$ cat config.mk
export PLATFORM = sky130hd
export DESIGN_NAME = mul_div_engine
export DESIGN_NICKNAME = d
export VERILOG_FILES = /design/src/rtl/mul_div_pkg.sv /design/src/rtl/mul_div_step.sv /design/src/rtl/mul_div_engine.sv
export SDC_FILE = /design/constraint.sdc
export NUM_CORES = 1
export LEC_CHECK = 0
export BUFFER_PORTS_ARGS = -buffer_cell sky130_fd_sc_hd__buf_2
export CAP_MARGIN = 20
export CELL_PAD_IN_SITES_DETAIL_PLACEMENT = 1
export CELL_PAD_IN_SITES_GLOBAL_PLACEMENT = 2
export CORE_MARGIN = 2
export CORE_UTILIZATION = 24
export DETAILED_ROUTE_END_ITERATION = 10
export HOLD_SLACK_MARGIN = 0.1
export PLACE_DENSITY_LB_ADDON = 0.1
export SLEW_MARGIN = 5
export SYNTH_ARGS = -nofsm -noshare
export SYNTH_HDL_FRONTEND = slang
export SYNTH_HIERARCHICAL = 1
export SYNTH_SLANG_ARGS = --single-unit
$ cat constraint.sdc
create_clock -name clock -period 5.4 [get_ports clock]
set_clock_uncertainty 0.1 [all_clocks]
set_input_delay 0.81 -clock clock [delete_from_list [all_inputs] [get_ports clock]]
set_output_delay 0.81 -clock clock [all_outputs]
set_load 0.05 [all_outputs]
$ cat src/rtl/mul_div_pkg.sv
// Shared op encodings and FSM state codes for the iterative multiply/divide engine.
package mul_div_pkg;

  localparam logic [1:0] OP_NONE = 2'd0;
  localparam logic [1:0] OP_MUL  = 2'd1;
  localparam logic [1:0] OP_DIV  = 2'd2;
  localparam logic [1:0] OP_RSVD = 2'd3;

  localparam logic [1:0] ST_IDLE = 2'd0;
  localparam logic [1:0] ST_CALC = 2'd1;
  localparam logic [1:0] ST_FIX  = 2'd2;
  localparam logic [1:0] ST_DONE = 2'd3;

endpackage

$ cat src/rtl/mul_div_step.sv
// One combinational iteration: BITS_PER_CYCLE shift-add (MUL) or restoring-subtract (DIV) bits.
module mul_div_step #(
  parameter int unsigned WIDTH          = 32,
  parameter int unsigned BITS_PER_CYCLE = 1
) (
  input  logic                 is_div,
  input  logic [WIDTH-1:0]     opnd,
  input  logic [2*WIDTH-1:0]   acc_in,
  output logic [2*WIDTH-1:0]   acc_out
);

  logic [2*WIDTH-1:0] acc;
  logic [WIDTH:0]     sum;

  // MUL: acc = {partial, multiplier}, consumed LSB first.
  // DIV: acc = {remainder, dividend/quotient}, quotient bits shifted in from the right.
  always_comb begin
    acc = acc_in;
    sum = '0;
    for (int i = 0; i < BITS_PER_CYCLE; i++) begin
      if (is_div) begin
        sum = {acc[2*WIDTH-1:WIDTH], acc[WIDTH-1]};
        if (sum >= {1'b0, opnd}) begin
          sum = sum - {1'b0, opnd};
          acc = {sum[WIDTH-1:0], acc[WIDTH-2:0], 1'b1};
        end else begin
          acc = {sum[WIDTH-1:0], acc[WIDTH-2:0], 1'b0};
        end
      end else begin
        sum = {1'b0, acc[2*WIDTH-1:WIDTH]} + (acc[0] ? {1'b0, opnd} : {(WIDTH+1){1'b0}});
        acc = {sum, acc[WIDTH-1:1]};
      end
    end
    acc_out = acc;
  end

endmodule

$ cat src/rtl/mul_div_engine.sv
// Iterative signed/unsigned multiplier and restoring divider with valid/ready handshakes.
module mul_div_engine
  import mul_div_pkg::*;
#(
  parameter int unsigned WIDTH          = 32,
  parameter int unsigned BITS_PER_CYCLE = 1
) (
  input  logic             clock,
  input  logic             reset,
  input  logic             flush,
  input  logic [WIDTH-1:0] in_src0,
  input  logic [WIDTH-1:0] in_src1,
  input  logic [1:0]       in_op,
  input  logic             in_sign,
  input  logic             in_valid,
  output logic             in_ready,
  output logic             out_valid,
  input  logic             out_ready,
  output logic [WIDTH-1:0] out_res0,
  output logic [WIDTH-1:0] out_res1,
  output logic [1:0]       out_op
);

  localparam int unsigned N  = WIDTH / BITS_PER_CYCLE;
  localparam int unsigned CW = ($clog2(N) > 0) ? $clog2(N) : 1;

  logic [1:0]         state_q;
  logic [2*WIDTH-1:0] acc_q, acc_step;
  logic [WIDTH-1:0]   opnd_q;
  logic [1:0]         op_q;
  logic               neg_lo_q, neg_hi_q;
  logic [CW-1:0]      cnt_q;

  logic               a_neg, b_neg;
  logic [WIDTH-1:0]   a_mag, b_mag;

  always_comb begin
    a_neg = in_sign & in_src0[WIDTH-1];
    b_neg = in_sign & in_src1[WIDTH-1];
    a_mag = a_neg ? (~in_src0 + 1'b1) : in_src0;
    b_mag = b_neg ? (~in_src1 + 1'b1) : in_src1;
  end

  mul_div_step #(
    .WIDTH          (WIDTH),
    .BITS_PER_CYCLE (BITS_PER_CYCLE)
  ) u_step (
    .is_div  (op_q == OP_DIV),
    .opnd    (opnd_q),
    .acc_in  (acc_q),
    .acc_out (acc_step)
  );

  always_ff @(posedge clock) begin
    if (!reset) begin
      state_q  <= ST_IDLE;
      acc_q    <= '0;
      opnd_q   <= '0;
      op_q     <= OP_NONE;
      neg_lo_q <= 1'b0;
      neg_hi_q <= 1'b0;
      cnt_q    <= '0;
    end else if (flush) begin
      state_q <= ST_IDLE;
    end else begin
      case (state_q)
        ST_IDLE: begin
          if (in_valid && (in_op == OP_MUL || in_op == OP_DIV)) begin
            op_q     <= in_op;
            cnt_q    <= '0;
            neg_lo_q <= a_neg ^ b_neg;
            neg_hi_q <= (in_op == OP_DIV) ? a_neg : (a_neg ^ b_neg);
            if (in_op == OP_MUL) begin
              acc_q   <= {{WIDTH{1'b0}}, b_mag};
              opnd_q  <= a_mag;
              state_q <= ST_CALC;
            end else if (in_src1 == '0) begin
              // Divide by zero bypasses the datapath entirely.
              acc_q   <= {in_src0, {WIDTH{1'b1}}};
              state_q <= ST_DONE;
            end else begin
              acc_q   <= {{WIDTH{1'b0}}, a_mag};
              opnd_q  <= b_mag;
              state_q <= ST_CALC;
            end
          end
        end
        ST_CALC: begin
          acc_q <= acc_step;
          cnt_q <= cnt_q + 1'b1;
          if (cnt_q == CW'(N - 1)) state_q <= ST_FIX;
        end
        ST_FIX: begin
          if (op_q == OP_MUL) begin
            acc_q <= neg_lo_q ? (~acc_q + 1'b1) : acc_q;
          end else begin
            acc_q <= {neg_hi_q ? (~acc_q[2*WIDTH-1:WIDTH] + 1'b1) : acc_q[2*WIDTH-1:WIDTH],
                      neg_lo_q ? (~acc_q[WIDTH-1:0] + 1'b1) : acc_q[WIDTH-1:0]};
          end
          state_q <= ST_DONE;
        end
        ST_DONE: begin
          if (out_ready) state_q <= ST_IDLE;
        end
        default: state_q <= ST_IDLE;
      endcase
    end
  end

  assign in_ready  = (state_q == ST_IDLE);
  assign out_valid = (state_q == ST_DONE);
  assign out_res0  = acc_q[WIDTH-1:0];
  assign out_res1  = acc_q[2*WIDTH-1:WIDTH];
  assign out_op    = op_q;

endmodule

# Word-level counts from Yosys, hierarchy flattened
# Index checks and enable logic that the tools add are counted.
# W data, S select, Z words.
# op_classes
n_addsub,8
order_cmp,1
eq_ne,15
mux,24
n_bitwise,10
n_reduce_logical,13
# op_table
op,count
$mux W64,7
$mux W32,7
$pmux W64 S3,1
$add A32 B1 Y32 const B,4
$not A32 Y32,4
$add A64 B1 Y64 const B,1
$not A64 Y64,1
$add A32 B32 Y33,1
$ge A33 B32 Y1,1
$logic_not A32 Y1,1
$sub A32 B32 Y32,1
$mux W2,5
$pmux W5 S2,1
$reduce_and A3 Y1,3
$eq A2 B2 Y1 const B,4
$pmux W2 S4,1
$reduce_and A4 Y1,2
$eq A2 B1 Y1 const B,3
$ne A2 B2 Y1 const B,3
$ne A3 B3 Y1 const B,2
$add A5 B1 Y5 const B,1
$eq A5 B5 Y1 const B,1
$mux W5,1
$reduce_and A5 Y1,1
11 further kinds,14
# word_totals
reg_bits,107
in_bits,72
output_inout_bits,68
elab_cells,79

# Longest topological paths before layout
# logic_depth
depth_word,7
ltp_mapped,17
mapped_depth_nobuf,17

# By module
# The synthesis kept the hierarchy.
# by_module_without_submodules
mod,n_inst,cells_each,area_each_um2,seq_area_each_um2
mul_div_engine,1,1209,8516.9,2142.1
mul_div_step,1,671,4698.3,0.0

# Worst setup path after synthesis
# OpenSTA, ideal clock, no wires.
# synth_timing
kind,flip-flop to flip-flop
startpoint,reg acc_q[0]
endpoint,reg acc_q[59]
setup_ps,130
arrival_time_ps,3658
required_ps,5170
setup_slack_ps,1513
path_stages_with_launch,16
path_buffers,1
period_less_slack_ps,3887
cell_sequence,dfxtp_1 > clkbuf_1 > and2_1 > ha_1 > fa_1 > a21o_1 > a211oi_2 > and4bb_1 > o211ai_2 > a211oi_2 > o211ai_2 > or4b_1 > and4_1 > a221o_1 > a22oi_1 > o211ai_1
# synth_between
word_cells_on_any_way,8
cone_classes,add/sub: 2; mux: 5; bitwise: 1
# synth_lines
item,line_no,text
"start, declared",mul_div_engine.sv:28,"logic [2*WIDTH-1:0] acc_q, acc_step;"
"start signal, assigned",mul_div_engine.sv:74,"acc_q <= {{WIDTH{1'b0}}, b_mag};"
"start signal, assigned",mul_div_engine.sv:79,"acc_q <= {in_src0, {WIDTH{1'b1}}};"
"start signal, assigned",mul_div_engine.sv:82,"acc_q <= {{WIDTH{1'b0}}, a_mag};"
$mux W32,mul_div_step.sv:30,"sum = {1'b0, acc[2*WIDTH-1:WIDTH]} + (acc[0] ? {1'b0, opnd} : {(WIDTH+1){1'b0}});"
$add A32 B32 Y33,mul_div_step.sv:30,
$mux W64,mul_div_step.sv:21,if (is_div) begin
net acc_step[59],mul_div_engine.sv:28,
$pmux W64 S3,mul_div_engine.sv:66,case (state_q)
# The timed path passes the listed nets, and every way through them passes these cells. The select of a mux whose other input is x is not followed.
# A chain may end at the register's enable or synchronous reset.

# Final worst setup path
# layout_timing
startpoint,reg acc_q[31]
endpoint,reg acc_q[37]
# layout_between
word_cells_on_any_way,9
cone_classes,add/sub: 2; order compare: 1; mux: 5; bitwise: 1
# layout_lines
item,line_no,text
$sub A32 B32 Y32 / $ge A33 B32 Y1 (equally long branches),"mul_div_step.sv:24, mul_div_step.sv:23",
$mux W64 *,mul_div_step.sv:23,"if (sum >= {1'b0, opnd}) begin"
$mux W64 *,mul_div_step.sv:21,
net acc_step[37],mul_div_engine.sv:28,
$pmux W64 S3 *,mul_div_engine.sv:66,
# The timed path passes the listed nets; every way through them passes the cells marked *. The select of a mux whose other input is x is not followed.

==> metrics.csv <==
stage;metric;value;unit
clock_network;clk slew on worst S/H paths;0.09;ns
place;gpl congestion;0.8521;
finish;synthesis-to-layout area growth;14.09;%
synth;Syn Nets;2030;
timing;PnR worst setup slack;0.5741;ns
detailed_routing;vias per inst;5.570;
floorplan;Die Y-Extent;238.7;um
synth;Synth area leaders;dfxtp_1, ha_1, a21oi_1;
synth;Ys Warns;6;
floorplan;Core Box Area;54770;sq um
synth;distinct cell type count after synthesis;87;
hold_path;min-delay src;neg_hi_q;
grt;largest net degree at the start of global routing;65;
grt;grt ovf;0;
timing;minimum clock period;4.826;ns
timing;slew margin rel.;0.3098;
detailed_routing;DR pass1 iterations;5;
critical_path;critical path arrival;4.99;ns
synth;area leader, netlist;dfxtp_1;
critical_path;WS Path Type;reg -> reg;
synth;Gate Count Post-Synth;1880;
clock_network;total CTS buffers;9;
detailed_routing;drt initial violations;809;
finish;fin util;0.2753;
place;DP Wirelength;54.50;mm
timing;fmax;207.2;MHz
timing;worst hold margin;0.3694;ns
timing;RSZ-0062 raised after global routing;false;
floorplan;Rows;86;
floorplan;I/O pins;140;
synth;Synth top area share;0.1621;
critical_path;Worst Setup SP;acc_q[31];
timing;part of the cycle the worst path needs;0.8937;
detailed_routing;Vias;14951;
critical_path;Worst EP required;5.56;ns
detailed_routing;Post-DRT Antenna Nets;0;
grt;first-pass GRT wire length;102.9;mm
clock_network;htree depth;3;
finish;nets;2123;
power;Peak VDD IR;138.0;uV
timing;Least-Margin Pin Slew;1.031;ns
grt;number of global-route vias before repair;15261;
synth;#FFs+latches synth;107;
critical_path;endpoint type of the worst setup path;flop;
critical_path;R2R Path Start;acc_q[31];
place;post-place setup slack;0.6103;ns
critical_path;CP Max Fanout;18;
status;status;complete, no violations;
synth;ys flop type;dfxtp_1;
synth;Async S/R FF share, synth;0;
detailed_routing;final WL;69.60;mm
clock_network;root buffer cell;clkbuf_16;
critical_path;Worst Setup Start Kind;flop;
clock_network;CTS max path bufs;2;
flow_run;max-cap violations;0;
clock_network;cts repair resizes;0;
timing;final setup vio count;0;
power;Leakage;6.257;nW
clock_network;postcts setup bufs;0;
clock_network;Hold Buf Count CTS;0;
floorplan;die extent in x;238.7;um
grt;initial antenna violation count;1;
synth;Post-Syn Area;13220;sq um
synth;Syn Area/Cell;7.029;sq um
place;number of port buffers;139;
floorplan;Die ar.;56960;sq um
timing;final hold viol count;0;
clock_network;clock sinks;107;
finish;share of cells above drive strength 1;0.1466;
timing;Slew Viols, Final;0;
power;Pwr Density;250.9;nW/um^2
timing;TNS Setup;0;ns
clock_network;later-pin clock latency in the skew report;0.40;ns
clock_network;CTS tree;yes;
hold_path;worst hold path class;reg -> reg;
synth;Post-synth EDFFs;0;
detailed_routing;DRC violations left;0;
floorplan;Initial Util;0.2413;
grt;GRT Util Overall;0.2411;
detailed_routing;routed len/inst;25.93;um
synth;Seq/Total Area, Yosys;0.1621;
[report_power, final]
| part | leakage (nW) | switching (W) | total (W) | internal [W] |
|---|---|---|---|---|
| logic | 5.24 | 0.00139 | 0.00208 | 0.000695 |
| registers | 0.869 | 0.0000955 | 0.000930 | 0.000835 |
| clock network | 0.151 | 0.000403 | 0.000769 | 0.000366 |
[cell type report]
type,instances,area (sq um)
Clock inverter,7,75.07
Clock buffer,9,225.2
Tap cell,704,880.8
Sequential cell,107,2142
Inverter,79,296.5
Timing Repair Buffer,189,1071
Antenna cell,2,5.005
Fill cell,6779,39690
Multi-Input combinational cell,1587,10380
[worst paths after layout]
kind,endpoint,slack (ns),depth (start not counted)
worst max-delay path,acc_q[37],0.57,15
worst min-delay path,neg_hi_q,0.37,2
worst max register to register,acc_q[37],0.57,15
worst min register to register,neg_hi_q,0.37,2
[registers in the layout (all words and copies together) (netlist names)]
signal	count
out_op	2
neg_hi_q	1
state_q	2
opnd_q	32
acc_q	64
cnt_q	5
neg_lo_q	1
[through the flow]
stage | cells | power, W | cell area [sq um]
after floorplan | 1880 | 0.002302 | 13220
after global placement | 2666 | 0.003008 | 14770
after detailed placement | 2666 | 0.003015 | 14770
after CTS | 2682 | 0.003798 | 15070
after global routing | 2682 | 0.003989 | 15070
final | 2684 | 0.003782 | 15080
[critical path, stage by stage (launching register included)]
cell	delay (ns)
dfxtp_1	0.54
inv_1	0.27
ha_1	0.27
nor2b_1	0.19
o31a_1	0.22
o31ai_1	0.12
o21a_1	0.29
o21ai_1	0.36
nand3_1	0.40
nand2_1	0.49
buf_4	0.43
mux2i_1	0.23
a21oi_1	0.12
a221oi_1	0.38
a2bb2oi_1	0.21
nor3_1	0.07
[metal layers]
| layer | vias to the layer above | track usage | wire length (um) | share of wire |
|---|---|---|---|---|
| li1 | 7169 | - | - | - |
| met1 | 7401 | 0.3317 | 33120 | 0.48 |
| met2 | 312 | 0.4014 | 32340 | 0.46 |
| met3 | 67 | 0.01732 | 2439 | 0.035 |
| met4 | 2 | 0.07235 | 1688 | 0.024 |
| met5 | - | 0 | 14 | 0.00020 |
[cell usage in the layout, fill, tap and decap left out, types with 15 or more instances in the layout]
cell,instances
nand2_1,196
a21o_1,39
a31oi_1,44
o21a_1,17
mux2i_1,36
and2_1,44
a22oi_1,16
ha_1,72
nor3_1,51
o31ai_1,23
mux2_2,35
xnor2_1,73
a221oi_1,15
nand3_1,69
o41ai_1,16
o211ai_1,28
or3_1,22
nand4_1,21
or4_1,19
a21oi_1,161
nor2_1,165
o21ai_0,118
a211oi_1,15
buf_2,139
nor4_1,36
buf_4,50
inv_1,77
dfxtp_1,107
xor2_1,51
[cell families after synthesis]
group                      after synthesis  share of synthesized area
and+or+nand+nor                        706                     0.2649
AOI/OAI and AO/OA                      608                     0.3041
buffers and inverters                  186                    0.05463
xor gates and xnor gates               124                    0.08218
DFF                                    107                     0.1621
adders and majority gates               78                    0.07499
muxes                                   71                    0.05709
[synth_stat cells, types with 8 or more instances]
library cell,number
a221o_1,8
o31ai_1,23
nand4_1,21
nor2_1,165
a211o_1,8
nand2b_1,11
xor2_1,51
nor2b_1,11
mux2_2,35
o21ai_1,8
or4_1,19
o21ai_0,118
a221oi_1,15
o211ai_1,28
xnor2_1,73
a21o_1,39
clkbuf_1,91
or3_1,22
o21a_1,17
nand3_1,69
dfxtp_1,107
and3_1,13
nand2_1,196
nor3_1,51
mux2i_1,36
a22oi_1,16
and2_1,44
a21oi_1,161
o41ai_1,16
a211oi_1,15
or2_2,8
o21bai_1,9
nor4_1,36
ha_1,76
inv_1,77
a31oi_1,44
(Power assumes the default switching activity.)
